**config.mk**
```make
export PLATFORM = sky130hd
export DESIGN_NAME = prog_loader_flat
export DESIGN_NICKNAME = d
export VERILOG_FILES = /design/src/rtl/prog_loader_pkg.sv /design/src/rtl/prog_loader_if.sv /design/src/rtl/prog_loader_uart_rx.sv /design/src/rtl/prog_loader.sv /design/src/flat_wrapper.sv
export SDC_FILE = /design/constraint.sdc
export NUM_CORES = 1
export LEC_CHECK = 0
export BUFFER_PORTS_ARGS = -buffer_cell sky130_fd_sc_hd__buf_2
export CAP_MARGIN = 15
export CORE_MARGIN = 2
export CORE_UTILIZATION = 56
export CTS_BUF_LIST = sky130_fd_sc_hd__clkbuf_8
export CTS_CLUSTER_SIZE = 24
export DETAILED_ROUTE_END_ITERATION = 6
export PLACE_DENSITY = 0.8
export SLEW_MARGIN = 20
export SYNTH_ARGS = -nofsm -noshare
export SYNTH_HDL_FRONTEND = slang
export SYNTH_SLANG_ARGS = --single-unit
export TNS_END_PERCENT = 100
```
**constraint.sdc**
```tcl
create_clock -name clk -period 1.95 [get_ports clk]
set_input_delay 0.195 -clock clk [delete_from_list [all_inputs] [get_ports clk]]
set_output_delay 0.195 -clock clk [all_outputs]
set_load 0.01 [all_outputs]
```
**src/rtl/prog_loader_pkg.sv**
```systemverilog
// Shared types and constants for the serial boot loader.
package prog_loader_pkg;

  typedef enum logic [2:0] {
    IDLE  = 3'd0,
    COUNT = 3'd1,
    LO    = 3'd2,
    HI    = 3'd3,
    CHECK = 3'd4,
    DONE  = 3'd5,
    ERROR = 3'd6
  } loader_state_t;

  localparam logic [7:0] DEFAULT_SYNC_BYTE = 8'hA5;

endpackage

```
**src/rtl/prog_loader_if.sv**
```systemverilog
// Memory write bus and run/status flags between the loader and the CPU core.
interface prog_loader_if #(
  parameter int ADDR_WIDTH = 12,
  parameter int DATA_WIDTH = 12
);
  logic [ADDR_WIDTH-1:0] mem_addr;
  logic [DATA_WIDTH-1:0] mem_data;
  logic                  mem_we;
  logic                  core_run;
  logic                  busy;
  logic                  err;

  modport master (output mem_addr, mem_data, mem_we, core_run, busy, err);
  modport slave  (input  mem_addr, mem_data, mem_we, core_run, busy, err);
endinterface

```
**src/rtl/prog_loader_uart_rx.sv**
```systemverilog
// 8N1 UART receiver, LSB first, bit timing counted in ce ticks.
module uart_rx #(
  parameter int CLKS_PER_BIT = 8
) (
  input  logic       clk,
  input  logic       reset,
  input  logic       ce,
  input  logic       i_rx,
  output logic       o_data_valid,
  output logic [7:0] o_data_byte,
  output logic       o_frame_err
);
  localparam int CW = $clog2(CLKS_PER_BIT) + 1;
  localparam logic [CW-1:0] HALF_M1 = CW'(CLKS_PER_BIT / 2 - 1);
  localparam logic [CW-1:0] FULL_M1 = CW'(CLKS_PER_BIT - 1);

  localparam logic [1:0] RX_IDLE  = 2'd0;
  localparam logic [1:0] RX_START = 2'd1;
  localparam logic [1:0] RX_DATA  = 2'd2;
  localparam logic [1:0] RX_STOP  = 2'd3;

  logic [1:0]    sync;
  logic          rx_s;
  logic          last_rx;
  logic [1:0]    st;
  logic [CW-1:0] tick_cnt;
  logic [2:0]    bit_cnt;
  logic [7:0]    shift;

  assign rx_s = sync[1];

  // NOTE: sequential state uses non-blocking assignments so every flop samples pre-edge values.
  always_ff @(posedge clk) begin
    if (!reset) begin
      sync         <= 2'b11;
      last_rx      <= 1'b1;
      st           <= RX_IDLE;
      tick_cnt     <= '0;
      bit_cnt      <= '0;
      shift        <= '0;
      o_data_valid <= 1'b0;
      o_data_byte  <= '0;
      o_frame_err  <= 1'b0;
    end else begin
      sync         <= {sync[0], i_rx};
      o_data_valid <= 1'b0;
      o_frame_err  <= 1'b0;
      if (ce) begin
        case (st)
          RX_IDLE: begin
            // A start needs a high-to-low edge, so a line stuck low after a bad stop bit is not re-read.
            last_rx <= rx_s;
            if (last_rx && !rx_s) begin
              st       <= RX_START;
              tick_cnt <= '0;
            end
          end
          RX_START: begin
            if (tick_cnt == HALF_M1) begin
              tick_cnt <= '0;
              bit_cnt  <= '0;
              st       <= rx_s ? RX_IDLE : RX_DATA;
            end else begin
              tick_cnt <= tick_cnt + 1'b1;
            end
          end
          RX_DATA: begin
            if (tick_cnt == FULL_M1) begin
              tick_cnt <= '0;
              shift    <= {rx_s, shift[7:1]};
              bit_cnt  <= bit_cnt + 3'd1;
              if (bit_cnt == 3'd7) st <= RX_STOP;
            end else begin
              tick_cnt <= tick_cnt + 1'b1;
            end
          end
          default: begin
            if (tick_cnt == FULL_M1) begin
              tick_cnt <= '0;
              st       <= RX_IDLE;
              last_rx  <= rx_s;
              if (rx_s) begin
                o_data_valid <= 1'b1;
                o_data_byte  <= shift;
              end else begin
                o_frame_err  <= 1'b1;
              end
            end else begin
              tick_cnt <= tick_cnt + 1'b1;
            end
          end
        endcase
      end
    end
  end
endmodule

```
**src/rtl/prog_loader.sv**
```systemverilog
// Frame-parsing boot loader: writes the received image into core memory and
// releases the core once the XOR checksum matches.
module prog_loader
  import prog_loader_pkg::*;
#(
  parameter int         CLKS_PER_BIT = 8,
  parameter int         ADDR_WIDTH   = 12,
  parameter int         DATA_WIDTH   = 12,
  parameter logic [7:0] SYNC_BYTE    = DEFAULT_SYNC_BYTE
) (
  input  logic                 clk,
  input  logic                 reset,
  input  logic                 ce,
  input  logic                 rxd,
  prog_loader_if.master        bus
);
  localparam logic [2:0] ST_IDLE  = IDLE;
  localparam logic [2:0] ST_COUNT = COUNT;
  localparam logic [2:0] ST_LO    = LO;
  localparam logic [2:0] ST_HI    = HI;
  localparam logic [2:0] ST_CHECK = CHECK;
  localparam logic [2:0] ST_DONE  = DONE;
  localparam logic [2:0] ST_ERROR = ERROR;

  logic       rx_valid;
  logic [7:0] rx_byte;
  logic       rx_frame_err;

  logic [2:0] state;
  logic [7:0] index;
  logic [7:0] count;
  logic [7:0] lo_byte;
  logic [7:0] xor_acc;
  logic       in_frame;
  logic       bad_byte;
  logic       to_error;

  uart_rx #(.CLKS_PER_BIT(CLKS_PER_BIT)) u_rx (
    .clk          (clk),
    .reset        (reset),
    .ce           (ce),
    .i_rx         (rxd),
    .o_data_valid (rx_valid),
    .o_data_byte  (rx_byte),
    .o_frame_err  (rx_frame_err)
  );

  // NOTE: every always_comb output gets a default first so no latch is inferred.
  always_comb begin
    in_frame = (state == ST_COUNT) || (state == ST_LO) ||
               (state == ST_HI)    || (state == ST_CHECK);
    bad_byte = 1'b0;
    if (rx_valid) begin
      case (state)
        ST_COUNT: bad_byte = (rx_byte == 8'd0);
        ST_HI:    bad_byte = (rx_byte[7:4] != 4'd0);
        ST_CHECK: bad_byte = (rx_byte != xor_acc);
        default:  bad_byte = 1'b0;
      endcase
    end
    to_error = (in_frame && rx_frame_err) || bad_byte;
  end

  // NOTE: reset is synchronous and active-low; it is only seen on a clk edge.
  always_ff @(posedge clk) begin
    if (!reset) begin
      state        <= ST_IDLE;
      index        <= '0;
      count        <= '0;
      lo_byte      <= '0;
      xor_acc      <= '0;
      bus.mem_addr <= '0;
      bus.mem_data <= '0;
      bus.mem_we   <= 1'b0;
      bus.core_run <= 1'b0;
      bus.busy     <= 1'b0;
      bus.err      <= 1'b0;
    end else begin
      bus.mem_we <= 1'b0;
      if (to_error) begin
        state        <= ST_ERROR;
        bus.err      <= 1'b1;
        bus.busy     <= 1'b0;
        bus.core_run <= 1'b0;
      end else begin
        case (state)
          ST_IDLE, ST_DONE: begin
            if (rx_valid && rx_byte == SYNC_BYTE) begin
              state        <= ST_COUNT;
              bus.busy     <= 1'b1;
              bus.err      <= 1'b0;
              bus.core_run <= 1'b0;
              index        <= '0;
              xor_acc      <= '0;
            end
          end
          ST_COUNT: if (rx_valid) begin
            count   <= rx_byte;
            xor_acc <= rx_byte;
            state   <= ST_LO;
          end
          ST_LO: if (rx_valid) begin
            lo_byte <= rx_byte;
            xor_acc <= xor_acc ^ rx_byte;
            state   <= ST_HI;
          end
          ST_HI: if (rx_valid) begin
            bus.mem_we   <= 1'b1;
            bus.mem_addr <= ADDR_WIDTH'(index);
            bus.mem_data <= DATA_WIDTH'({rx_byte[3:0], lo_byte});
            xor_acc      <= xor_acc ^ rx_byte;
            index        <= index + 8'd1;
            state        <= (index + 8'd1 == count) ? ST_CHECK : ST_LO;
          end
          ST_CHECK: if (rx_valid) begin
            state        <= ST_DONE;
            bus.core_run <= 1'b1;
            bus.busy     <= 1'b0;
          end
          default: state <= ST_IDLE;
        endcase
      end
    end
  end
endmodule

```
**src/flat_wrapper.sv**
```systemverilog
// flat-port wrapper written by rule: the top's interface ports become plain ports
module prog_loader_flat import prog_loader_pkg::*;
#(
  parameter int         CLKS_PER_BIT = 8,
  parameter int         ADDR_WIDTH   = 12,
  parameter int         DATA_WIDTH   = 12,
  parameter logic [7:0] SYNC_BYTE    = DEFAULT_SYNC_BYTE
)
  (clk, reset, ce, rxd, bus_mem_addr, bus_mem_data, bus_mem_we, bus_core_run, bus_busy, bus_err);
  prog_loader_if #(.ADDR_WIDTH(ADDR_WIDTH), .DATA_WIDTH(DATA_WIDTH)) bus_i ();
  input  logic clk;
  input  logic reset;
  input  logic ce;
  input  logic rxd;
  output wire logic [$bits(bus_i.mem_addr)-1:0] bus_mem_addr;
  output wire logic [$bits(bus_i.mem_data)-1:0] bus_mem_data;
  output wire logic [$bits(bus_i.mem_we)-1:0] bus_mem_we;
  output wire logic [$bits(bus_i.core_run)-1:0] bus_core_run;
  output wire logic [$bits(bus_i.busy)-1:0] bus_busy;
  output wire logic [$bits(bus_i.err)-1:0] bus_err;
  assign bus_mem_addr = bus_i.mem_addr;
  assign bus_mem_data = bus_i.mem_data;
  assign bus_mem_we = bus_i.mem_we;
  assign bus_core_run = bus_i.core_run;
  assign bus_busy = bus_i.busy;
  assign bus_err = bus_i.err;
  prog_loader #(.CLKS_PER_BIT(CLKS_PER_BIT), .ADDR_WIDTH(ADDR_WIDTH), .DATA_WIDTH(DATA_WIDTH), .SYNC_BYTE(SYNC_BYTE)) u_core (.clk(clk), .reset(reset), .ce(ce), .rxd(rxd), .bus(bus_i));
endmodule
```
; Yosys cells after proc, flatten, opt, wreduce, memory -nomap -nowiden
; Index checks and enable logic that the tools add are counted.
; W data, S select, Z words.
[word_totals]
reg_bits = 89
inputBits = 4
output_inout_bits = 28
wordCells = 145
[classes]
n_addsub = 3
eq_ne = 28
mux = 43
n_bitwise = 8
n_reduce_logical = 42
[op_table]
columns = op, n
row1 = $mux W8, 4
row2 = $mux W3, 9
row3 = $pmux W8 S3, 1
row4 = $reduce_and A3 Y1, 6
row5 = $ne A2 B2 Y1 const B, 8
row6 = $pmux W8 S2, 1
row7 = $pmux W3 S5, 1
row8 = $reduce_and A5 Y1, 3
row9 = $mux W2, 6
row10 = $mux W4, 3
row11 = $ne A3 B2 Y1 const B, 4
row12 = $reduce_and A4 Y1, 3
row13 = $reduce_bool A2 Y1, 6
row14 = $mux W1, 11
row15 = $eq A3 B3 Y1 const B, 3
row16 = $add A8 B1 Y8 const B, 1
row17 = $eq A8 B8 Y1, 1
row18 = $eq A8 B8 Y1 const B, 1
row19 = $logic_not A8 Y1, 1
row20 = $ne A8 B8 Y1, 1
row21 = $pmux W4 S2, 1
row22 = $reduce_or A2 Y1, 4
row23 = $xor A8 B8 Y8, 1
row24 = $not A1 Y1, 7
row25 = other kinds (25), 37

; Longest topological paths before layout
[logic_depth]
word_depth = 8
ltp_mapped = 8
ltp_nobuf = 7

; By module
; A second synthesis with hierarchy kept.
[unflattened]
cells_unflattened = 502
hier_area_um2 = 4300.4
[modules_own_cells]
columns = module, instances, cells_per_inst, area_each_um2, seq_area_each_um2
row1 = prog_loader, 1, 361, 2875.3, 1181.1
row2 = uart_rx, 1, 141, 1425.1, 600.6

; Worst setup path before layout
; OpenSTA, ideal clock, no wires.
[synth_timing]
kind = flip-flop to flip-flop
start = register u_core.u_rx.o_data_byte[7]
end = register u_core.state[0]
setup_ps = 117
arrival_time_ps = 1967
required_time_ps = 1833
setup_slack_ps = -134
path_stages_with_launch = 8
n_path_buf = 2
period_less_slack_ps = 2084
path_cell_list = dfxtp_1 > buf_6 > or4_4 > or4b_4 > o211ai_4 > buf_12 > nor2_2 > o2111a_1
[synth_via]
elab_chain_cells = 5
word_cells_on_any_way = 11
classes_between = 3 x eq/ne / 2 x mux / 6 x reduce/logical
[synth_rtl]
columns = element, line_no
row1 = start: declaration, prog_loader_uart_rx.sv:10  ; output logic [7:0] o_data_byte,
row2 = start signal: assignment, prog_loader_uart_rx.sv:84  ; o_data_byte <= shift;
row3 = "$ne A8 B8 Y1, or another cell as far along", prog_loader.sv:57  ; ST_CHECK: bad_byte = (rx_byte != xor_acc);
row4 = $pmux W1 S3, prog_loader.sv:54  ; case (state)
row5 = $mux W1, prog_loader.sv:53  ; if (rx_valid) begin
row6 = $logic_or A1 B1 Y1, prog_loader.sv:61  ; to_error = (in_frame && rx_frame_err) || bad_byte;
row7 = $reduce_or A2 Y1 (no source line), -
row8 = end signal: assignment, prog_loader.sv:113  ; state <= (index + 8'd1 == count) ? ST_CHECK : ST_LO;
row9 = end: declaration, prog_loader.sv:29  ; logic [2:0] state;
; Parallel ways exist; a longest one is shown, timed or not.
; A chain may end at the register's enable or synchronous reset.

; Final worst setup path
[layout_timing]
start = register u_core.u_rx.o_data_byte[0]
end = register u_core.index[5]
[layout_via]
elab_chain_cells = 6
word_cells_on_any_way = 10
classes_between = 3 x eq/ne / 2 x mux / 1 x bitwise / 4 x reduce/logical
[layout_rtl]
columns = element, line_no
row1 = $ne A8 B8 Y1 or $logic_not A8 Y1 (tied branches), "prog_loader.sv:57, prog_loader.sv:55"
row2 = $pmux W1 S3, prog_loader.sv:54
row3 = $mux W1, prog_loader.sv:53
row4 = $logic_or A1 B1 Y1, prog_loader.sv:61
row5 = $not A1 Y1 (no source line), -
row6 = $reduce_and A4 Y1 (no source line) *, -
row7 = end signal: assignment, prog_loader.sv:112  ; index <= index + 8'd1;
row8 = end: declaration, prog_loader.sv:30  ; logic [7:0] index;
; Mark *: on every way between the ends. The rest lies on a longest branch, timed or not.

==> flow_summary_export.csv <==
group,metric,value,unit
clock_tree,root_buffer,"clkbuf_8",
timing,clock.fmax,476.7,MHz
critical_path,cp_cell_sequence,"or4_4 > or4b_4 > o211ai_4 > buf_6 > buf_6 > a2111oi_4 > o32ai_2",
power_and_ir_drop,p_int,2.463,mW
critical_path,path_common_cell,"buf_6",
timing,final_max_slew_viol_count,0,
logic_synthesis,yosys-top-cells-area,"dfxtp_1 (40%), mux2i_1 (12%), nand2_1 (6.0%), nor2_1 (5.1%), xor2_1 (2.6%)",
route,wl_met1,4.847,mm
global_routing,grt_max_degree,34,
timing,skew,0.009725,ns
placed_design,dp.cells,642,
power_and_ir_drop,powerDensity,583.0,nW/µm²
critical_path,end_kind,"flop",
finish,nets,572,
finish,layout_common_cells,"dfxtp_1 (82), nand2_1 (70), nor2_1 (60), mux2i_1 (51), buf_4 (49)",
logic_synthesis,synth_top_area_cell,"dfxtp_1",
power_and_ir_drop,netSwitchingPower,696.6,µW
route,drtIter0Drc,236,
route,postRouteAntennaNets,0,
critical_path,cp.arrival,2.37,ns
timing,post-route-period-util,107.6,%
route,wl_met2,5.425,mm
placed_design,hpwl,7.397,mm
timing,setup_viol,41,
global_routing,grt_first_pass_wirelength,17.89,mm
route,viasPerCell,5.866,
global_routing,antenna_found_initial,0,
route,wl_met3,616,µm
logic_synthesis,ys.flop_type,"dfxtp_1",
floorplanning,core_area,7687,µm²
critical_path,cp-start-kind,"flop",
finish,area_delta_synth_final,22.72,%
worst_hold_path,hold_path.class,"in -> reg",
status,failed_checks,"setup timing",
timing,tns,-2.316,ns
placed_design,port_buffers,27,
logic_synthesis,syn_area_per_cell,8.905,µm²
floorplanning,start_util,57.45,%
power_and_ir_drop,combPwrFrac,3.4,%
global_routing,grt_use_total,25.85,%
logic_synthesis,postSynthCellCount,496,
timing,setup_slack,-0.1478,ns
logic_synthesis,async_flop_share,0,%
status,status,"complete, but fails checks",
route,detail_route.wl_per_cell,16.75,µm
timing,rsz0062_at_grt,"yes",
power_and_ir_drop,vdd_drop_max,0.0005055,V
run,cap_viol_max_count,0,
timing,finalCriticalPeriod,2.098,ns
power_and_ir_drop,power,3.160,mW
route,dr.pass1.iters,5,
route,highest_layer,"met4",
logic_synthesis,seq_area_frac_synth,40.34,%
clock_tree,numCtsBuffers,9,
logic_synthesis,synth_edf_count,0,
floorplanning,boundaryPins,32,
placed_design,pre_cts_ws,-0.1345,ns
critical_path,worstPathMaxFanout,7,
logic_synthesis,yosys_warnings,0,
route,vias,3901,
clock_tree,cts_tree,"built",
logic_synthesis,synth.distinct_cells,70,
critical_path,critPathSlowestCell,"or4b_4",
logic_synthesis,synth_top_area_share,40.34,%
critical_path,cpPeakStageDelay,0.57,ns
finish,drive_gt1_share,27.71,%
floorplanning,die_h,92.81,µm
timing,slew_headroom,65.69,%
finish,antennaDiodeCount,0,
logic_synthesis,syn_area,4417,µm²
route,drc,0,
power_and_ir_drop,p_sw_share,22.04,%
placed_design,place_area,4913,µm²
floorplanning,die_w,92.81,µm
timing,worst_pin_slew,0.5133,ns
global_routing,globalRouteOverflowTotal,0,
timing,hold_viol_final,0,
floorplanning,rows,32,
power_and_ir_drop,leakage,2.222,nW
finish,instances_no_fill,665,
finish,post-route-util,70.51,%
global_routing,grt_pass1_vias,3758,
critical_path,required,2.22,ns
placed_design,gp_congestion,0.8936,
power_and_ir_drop,p_clk_share,38.8,%
finish,final_common_cell,"dfxtp_1",
floorplanning,die_area,8614,µm²
clock_tree,path_clk_slew,0.09,ns
clock_tree,cts-hold-fix-buffers,0,
clock_tree,htree_num_levels,3,
clock_tree,cts_buffer_depth,2,
clock_tree,cts.sinks,89,
route,wl,11.14,mm
critical_path,worstSetupPathType,"reg -> reg",
clock_tree,insertion_delay,0.36,ns
timing,timing.hold.ws,0.01510,ns
finish,design_area,5420,µm²
power_and_ir_drop,seqPwrFrac,57.8,%
logic_synthesis,ys_seq_elements,89,
## sequential cells by signal, indices dropped and copies added, names as in the netlist, 3 cells and up
signal                   count
u_core.u_rx.bit_cnt          3
u_core.count                 8
u_core.u_rx.tick_cnt         4
u_core.lo_byte               8
u_core.index                 8
u_core.bus.mem_data         12
u_core.u_rx.o_data_byte      8
u_core.xor_acc               8
u_core.bus.mem_addr          8
u_core.state                 3
u_core.u_rx.shift            8
## cells by family after synthesis
logic type	synth area share, %
AND/OR/NAND/NOR	24.67
flip-flops	40.34
AO/OA/AOI/OAI	12.38
multiplexers	11.78
buffers and inverters	4.901
XOR/XNOR	3.569
adder cells (fa/ha/maj)	2.266
other	0.08490
## critical path, delay by kind of cell (launching register included)
family          cells  cell delay [ns]
flops               1             0.33
simple gates        2             1.11
buf+inv             2             0.30
compound gates      3             0.28
## worst paths after layout
kind,startpoint,end,slack [ns],depth (start not counted)
max,u_core.u_rx.o_data_byte[0],u_core.index[5],-0.15,7
min,rxd,u_core.u_rx.sync[0],0.02,2
max reg2reg,u_core.u_rx.o_data_byte[0],u_core.index[5],-0.15,7
min reg2reg,u_core.u_rx.sync[0],u_core.u_rx.sync[1],0.43,1
## power by group through the flow
stage / Sequential [mW] / Clock (mW) / Combinational, mW
3_3_place_gp: 1.87 / 0 / 0.0930
3_5_place_dp: 1.87 / 0 / 0.0954
6_report: 1.83 / 1.23 / 0.108
4_1_cts: 1.82 / 1.25 / 0.0996
2_1_floorplan: 1.87 / 0 / 0.0722
5_1_grt: 1.83 / 1.31 / 0.119
## synthesized netlist by cell type (3+ instances only)
cell type  number
nor2_1         60
o21ai_0         9
buf_1           3
nand2b_1       15
xor2_1         13
nor4_1          5
o31ai_1        11
o311ai_0        7
and3_1          3
xnor2_1         5
nand4_1         5
buf_6           3
nand2_1        71
a21oi_1        11
mux2i_1        52
dfxtp_1        89
inv_1           5
clkbuf_1       22
nand3b_1        3
o221ai_1        3
nor2b_1         6
nand3_1        10
ha_1            8
buf_4           6
nor3_1         10
or3_1           5
## final cells by class
cell class                      count  area, µm²
Fill cell                         550       2267
Clock inverter                      4      45.04
Clock buffer                       10      137.6
Timing Repair Buffer               86      649.4
Inverter                            5      18.77
Multi-Input combinational cell    369       2651
Sequential cell                    89       1790
Tap cell                          102      127.6
## metal layers
metal / vias up / GRT usage, %
met1: 1861 / 33.23
met3: 24 / 4.557
met4: 0 / 10.29
li1: 1865 / -
met5: - / 0
met2: 151 / 43.00
## what timing repair did
action,in CTS,in global routing
pin swaps,8,8
buffers inserted,5,4
resized for setup,32,28
gates cloned,2,0
endpoints found under the setup margin,42,51
Power figures use the tool's default switching activity.
